[config.mk]
export PLATFORM = sky130hd
export DESIGN_NAME = seq_detector
export DESIGN_NICKNAME = d
export VERILOG_FILES = /design/src/rtl/seq_detector_pkg.sv /design/src/rtl/seq_detector_dff.sv /design/src/rtl/seq_detector.sv
export SDC_FILE = /design/constraint.sdc
export NUM_CORES = 1
export LEC_CHECK = 0
export CORE_AREA = 10 10 47 49
export DETAILED_ROUTE_END_ITERATION = 6
export DIE_AREA = 0 0 57 59
export PLACE_DENSITY = 0.76
export SLEW_MARGIN = 0
export SYNTH_ARGS = -nofsm -noshare
export SYNTH_HDL_FRONTEND = slang
export SYNTH_SLANG_ARGS = --single-unit
[constraint.sdc]
create_clock -name clk -period 4.1 [get_ports clk]
set_input_delay 0.41 -clock clk [delete_from_list [all_inputs] [get_ports clk]]
set_output_delay 0.41 -clock clk [all_outputs]
set_load 0.02 [all_outputs]
[src/rtl/seq_detector_pkg.sv]
// -----------------------------------------------------------------------------
// seq_det_defs
//   Shared definitions for the 1011 serial sequence detector: state codes,
//   the pattern constant and a legality helper. Imported by the RTL and by
//   the testbench so both agree on the encoding.
// -----------------------------------------------------------------------------
package seq_det_defs;

  localparam int STATE_W     = 3;
  localparam int PATTERN_LEN = 4;

  // Pattern is shifted in MSB first: 1, 0, 1, 1.
  localparam logic [PATTERN_LEN-1:0] PATTERN = 4'b1011;

  // State codes; 101..111 are illegal and recover to S0.
  localparam logic [STATE_W-1:0] S0 = 3'b000;  // idle
  localparam logic [STATE_W-1:0] S1 = 3'b001;  // seen "1"
  localparam logic [STATE_W-1:0] S2 = 3'b010;  // seen "10"
  localparam logic [STATE_W-1:0] S3 = 3'b011;  // seen "101"
  localparam logic [STATE_W-1:0] S4 = 3'b100;  // seen "1011"

  function automatic logic is_legal_state(input logic [STATE_W-1:0] s);
    return (s <= S4);
  endfunction

endpackage

[src/rtl/seq_detector_dff.sv]
// -----------------------------------------------------------------------------
// dff
//   Single-bit D flip-flop with asynchronous active-low reset to 0.
//   Ports:
//     clk   - rising-edge clock
//     reset - asynchronous active-low reset
//     d     - next value
//     q     - stored value
// -----------------------------------------------------------------------------
module dff (
  input  logic clk,
  input  logic reset,
  input  logic d,
  output logic q
);

  // NOTE: sequential state is always written with non-blocking assignments
  // so every flop samples the pre-edge value of its inputs.
  always_ff @(posedge clk or negedge reset) begin
    if (!reset) q <= 1'b0;
    else        q <= d;
  end

endmodule

[src/rtl/seq_detector.sv]
// -----------------------------------------------------------------------------
// seq_detector
//   Moore FSM detecting the serial pattern 1,0,1,1 on d_in (sampled only when
//   in_valid=1). The three state bits live in dff instances; match is a
//   registered one-cycle pulse coinciding with the cycle the FSM sits in S4
//   after a valid final bit, and match_count is a saturating tally of pulses.
//   Parameters:
//     CNT_W   - width of match_count
//     OVERLAP - 1: a completed 1011 may seed the next match, 0: it may not
//   Ports:
//     clk         - rising-edge clock
//     reset       - asynchronous active-low reset
//     in_valid    - qualifies d_in
//     d_in        - serial data bit
//     match       - one-cycle pulse when 1011 completes
//     match_count - saturating match count
//     state_out   - current state code (debug)
// -----------------------------------------------------------------------------
module seq_detector
  import seq_det_defs::*;
#(
  parameter int CNT_W   = 8,
  parameter int OVERLAP = 1
) (
  input  logic               clk,
  input  logic               reset,
  input  logic               in_valid,
  input  logic               d_in,
  output logic               match,
  output logic [CNT_W-1:0]   match_count,
  output logic [STATE_W-1:0] state_out
);

  logic [STATE_W-1:0] state;
  logic [STATE_W-1:0] next_state;
  logic               enter_s4;

  // NOTE: every signal written in an always_comb block gets a default first,
  // so no path can leave it unassigned and infer a latch.
  always_comb begin
    next_state = state;
    if (!is_legal_state(state)) begin
      // Corrupted code: recover regardless of in_valid.
      next_state = S0;
    end else if (in_valid) begin
      case (state)
        S0:      next_state = d_in ? S1 : S0;
        S1:      next_state = d_in ? S1 : S2;
        S2:      next_state = d_in ? S3 : S0;
        S3:      next_state = d_in ? S4 : S2;
        default: begin
          // S4: with overlap the trailing "1" or "10" of 1011 is kept.
          if (OVERLAP != 0) next_state = d_in ? S1 : S2;
          else              next_state = d_in ? S1 : S0;
        end
      endcase
    end
  end

  for (genvar i = 0; i < STATE_W; i++) begin : g_state_bit
    dff u_dff (
      .clk   (clk),
      .reset (reset),
      .d     (next_state[i]),
      .q     (state[i])
    );
  end

  assign state_out = state;

  // S4 is only reachable from S3 on a valid 1, so this is true exactly on the
  // edge that completes the pattern; holding in S4 never re-fires it.
  assign enter_s4 = in_valid && (next_state == S4);

  always_ff @(posedge clk or negedge reset) begin
    if (!reset) begin
      match       <= 1'b0;
      match_count <= '0;
    end else begin
      match <= enter_s4;
      if (enter_s4 && (match_count != {CNT_W{1'b1}})) begin
        match_count <= match_count + 1'b1;
      end
    end
  end

endmodule
# ---- Yosys cells after proc, flatten, opt, wreduce, memory -nomap -nowiden
# Index checks and enable logic that the tools add are counted.
dict set report totals {
  register_bits 12
  latch_bits 0
  ram_bits 0
  romBits 0
  input_bits 4
  out_inout_bits 12
  mem_count 0
}
dict set report classes {
  add_sub_neg 1
  multipliers 0
  div 0
  order_cmp 1
  eq_ne 4
  n_shift 0
  n_mux 7
  bitwise_logic 0
  reduce_logical 3
}
# cell n
set op_table {}
lappend op_table {{2-to-1 mux 3 bit} 3}
lappend op_table {{case mux 3 bit (3 select lines)} 1}
lappend op_table {{adder 8 x 1 -> 8 bit, second input constant} 1}
lappend op_table {{!= test 8 bit, second input constant} 1}
lappend op_table {{== test 3 x 2 -> 1 bit, second input constant} 2}
lappend op_table {{2-to-1 mux 2 bit} 2}
lappend op_table {{== test 3 bit, second input constant} 1}
lappend op_table {{less-or-equal comparator 3 bit, second input constant} 1}
lappend op_table {{logical NOT 3 bit} 1}
lappend op_table {{logical AND 1 bit} 2}
lappend op_table {{2-to-1 mux 1 bit} 1}

# ---- Depth between registers and ports, before layout
dict set report logic_depth {
  word_depth 7
  ltp_mapped 5
  mapped_depth_nobuf 5
}

# ---- Hierarchy
# A second synthesis with hierarchy kept.
dict set report hier_totals {
  cells_unflattened 63
  area_unflattened_um2 636.9
}
# module instances cells_each area_per_inst_um2
set by_module_without_submodules {}
lappend by_module_without_submodules {seq_detector 1 60 561.8}
lappend by_module_without_submodules {dff 3 1 25.0}

# ---- Worst setup path before layout
# Ideal clock, no wire load.
dict set report synth_timing {
  path_kind {flip-flop to flip-flop}
  from {register match_count[0]}
  to {register match_count[6]}
  t_arrival_ns 1.604
  slack_ns 2.371
  path_stages_with_launch 6
  synth_period_minus_slack_ns 1.729
  cell_sequence {dfrtp_1 > ha_1 > and2_1 > nand4_1 > or3_1 > mux2_4}
}
dict set report synth_between {
  elab_chain_len 2
  word_cells_on_any_way 3
  classes_between {add/sub: 1; eq/ne: 1; reduce/logical: 1}
}
# item line_no
set synth_lines {}
lappend synth_lines {{start, declared} seq_detector.sv:30} ;# output logic [CNT_W-1:0] match_count,
lappend synth_lines {{start signal, assigned} seq_detector.sv:82} ;# match_count <= match_count + 1'b1;
lappend synth_lines {{branches (longest 2 deep; another with adder 8 x 1 -> 8 bit)} n/a}
# Several ways; the timed one is not identified.
# A chain may end at the register's enable or synchronous reset.

# ---- Worst setup path in the final report
dict set report layout_timing {
  from {register g_state_bit[0].u_dff.q}
  to {output state_out[0]}
}
# item line_no
set layout_lines {}
lappend layout_lines {{start, declared} seq_detector_dff.sv:14} ;# output logic q
lappend layout_lines {{start signal, assigned} seq_detector_dff.sv:20} ;# if (!reset) q <= 1'b0;
lappend layout_lines {{start signal, assigned} seq_detector_dff.sv:21} ;# else q <= d;
lappend layout_lines {{end, declared} seq_detector.sv:31} ;# output logic [STATE_W-1:0] state_out
# No word-level cell between the ends.

==> impl_metrics.tcl <==
set metrics [dict create \
    rows 14 \
    netlist-cell-type-count 28 \
    grt_pass1_vias 567 \
    cts_sinks 12 \
    synth-seq-area-share_pct 46.42 \
    ys_seq_elements 12 \
    ios 16 \
    grt_overflow 0 \
    synthSimpleGateAreaFrac_pct 23.79 \
    finalSetupViolCount 0 \
    critPathLaunchType "flop" \
    worst-path-buf-inv 1 \
    clk_pin_slew_worst_paths_ps 70 \
    syn_nets 64 \
    crit_slowest_cell "clkdlybuf4s50_1" \
    multiInputGateArea_um2 307.8 \
    critical_path_required_ps 3690 \
    hpwl_um 998.5 \
    period_needed_ps 1863 \
    cts_resized 0 \
    path_cells "clkdlybuf4s50_1" \
    vias_per_cell 5.733 \
    rsz0062_at_grt "false" \
    crit_arrival_ps 1450 \
    initial_core_util_pct 46.16 \
    grt_pass1_wl_mm 2.401 \
    worst_skew_pair.late_latency_ps 270 \
    tns_ps 0 \
    slew_headroom_pct 64.61 \
    maxSlewViolCount 0 \
    cts_tree "yes" \
    antenna_left 0 \
    cts.htree.levels 1 \
    hold_path.class "input port to asynchronous set/reset pin" \
    timing.final.crit_share_pct 45.43 \
    drc_errors 0 \
    cts.hold.buffers_added 0 \
    clk_path_buf_depth 2 \
    area.growth.synth_to_final_pct 26.31 \
    max_freq_mhz 536.9 \
    die_area_um2 3363 \
    yosys-top-cells-area "dfrtp_1 (46%), nand3_1 (4.6%), mux2_4 (4.6%)" \
    antenna_found_initial 0 \
    firstDrtPassIters 4 \
    crit_type "flop to output pin" \
    final_cell_mix "clkdlybuf4s50_1 (15), dfrtp_1 (12), nand3_1 (6)" \
    path_delay_family "buffers and inverters" \
    synthAdderAreaFrac_pct 1.934 \
    grt_max_degree 13 \
    hold_viol_final 0 \
    gr-usage-all-layers_pct 8.908 \
    vias 516 \
    n_antenna_cell 0 \
    fin_area_um2 817.0 \
    synth-xor-area-share_pct 2.708 \
    critPathMaxFanout 8 \
    drive_gt1_share_pct 13.51 \
    ir_drop_mv 0.4317 \
    wl_per_cell_um 14.81 \
    nets 81 \
    cts_buffers 3 \
    post-cts-setup-buffers 0 \
    synth_top_cell_area_share_pct 46.42 \
    drv_cap 0 \
    drt_wl_total_mm 1.333 \
    gp_congestion 0.8160 \
    seqCellArea_um2 300.3 \
    skew_ps 2.182 \
    cts-root-buf "clkbuf_4" \
    nFillCells 119 \
    power_mw 0.4287 \
    syn_inst 59 \
    outcome "finished clean" \
    yosys_warnings 0 \
    powerDensity_nw_per_um2 524.7 \
    worstMarginPinSlew_ps 529.2 \
    syn_area_um2 646.9 \
    mostFrequentLayoutCell "clkdlybuf4s50_1" \
    placed_cell_area_um2 794.5 \
    synth.avg_cell_area_um2 10.96 \
    leakage_nw 0.3432 \
    die_w_um 57 \
    yosysTopAreaCell "dfrtp_1" \
    portBuffers 15 \
    synth_top_family_by_area "simple AND/OR/NAND/NOR gates" \
    core-area_um2 1401 \
    cpPeakStageDelay_ps 670 \
    drt_iter0_markers 4 \
    synth_mux_area_share_pct 8.124 \
    critPathCaptureType "output pin" \
    synth_compound_area_share_pct 11.03 \
    die_h_um 59 \
]
-- layout make-up --
| class | instances | share of cell area [%] |
|---|---|---|
| clock buffers | 3 | 2.757 |
| inverters | 3 | 1.991 |
| well taps | 16 | 2.450 |
| repair buffers | 15 | 18.38 |
| multi-input cells | 41 | 37.67 |
| flip-flops and latches | 12 | 36.75 |
-- worst paths after layout --
path	startpoint	end	slack, ps	cells past startpoint
max in group asynchronous	reset	match_count[2]	3270	1
hold reg to reg	match_count[0]	match_count[0]	530	1
setup reg to reg	match_count[0]	match_count[6]	2400	5
min in group clk	match_count[0]	match_count[0]	530	1
hold / removal	reset	match_count[5]	480	1
setup / recovery	g_state_bit[0].u_dff.q	state_out[0]	2240	1
-- stage by stage --
step / utilization, % / std cells / setup slack (ps) / hold slack (ps)
floorplan: - / 59 / 2371 / 114.4
global placement: 56.70 / 87 / 2038 / 521.2
detailed placement: 56.70 / 87 / 1966 / 524.0
CTS: 58.30 / 90 / 2229 / 507.3
global route: 58.30 / 90 / 2130 / 525.4
finish: 58.30 / 90 / 2237 / 479.2
-- cell families (layout without fill, tap and decap cells) --
| group | count (synthesis) | after routing |
|---|---|---|
| mux | 4 | 4 |
| xor+xnor | 2 | 2 |
| buf+inv | 6 | 21 |
| simple gates | 23 | 23 |
| flops | 12 | 12 |
| fa+ha+maj | 1 | 1 |
| compound gates | 11 | 11 |
-- routing by layer --
layer	vias to the layer above	wire length [µm]	track usage, %
met5	-	0	0
met4	0	39	6.376
met3	5	146	4.506
met2	15	613	13.95
met1	249	533	9.046
li1	247	-	-
-- where the power goes --
part | leakage, nW | total (mW) | internal (mW) | switching, mW
combinational | 0.170 | 0.170 | 0.0850 | 0.0847
sequential | 0.159 | 0.188 | 0.146 | 0.0423
clock | 0.0138 | 0.0712 | 0.0341 | 0.0371
total | 0.343 | 0.429 | 0.265 | 0.164
-- synth_stat cells (all sizes together) --
library cell	number
and2b	1
dfrtp	12
buf	3
nand2	4
or3	2
a32o	1
a211oi	1
o21a	1
mux2	4
inv	2
or2b	1
and2	1
nand3	6
a21oi	3
nand4	1
clkinv	1
nor3	1
a31oi	3
nor4b	1
and4	1
nand2b	1
ha	1
nor2	2
xnor2	2
o22ai	2
nand4b	1
-- flip-flops by register name, indices dropped and copies added, names as in the netlist --
| name | count |
|---|---|
| g_state_bit.u_dff.q | 3 |
| match | 1 |
| match_count | 8 |
Note: power is estimated with default switching activity, not from simulation.
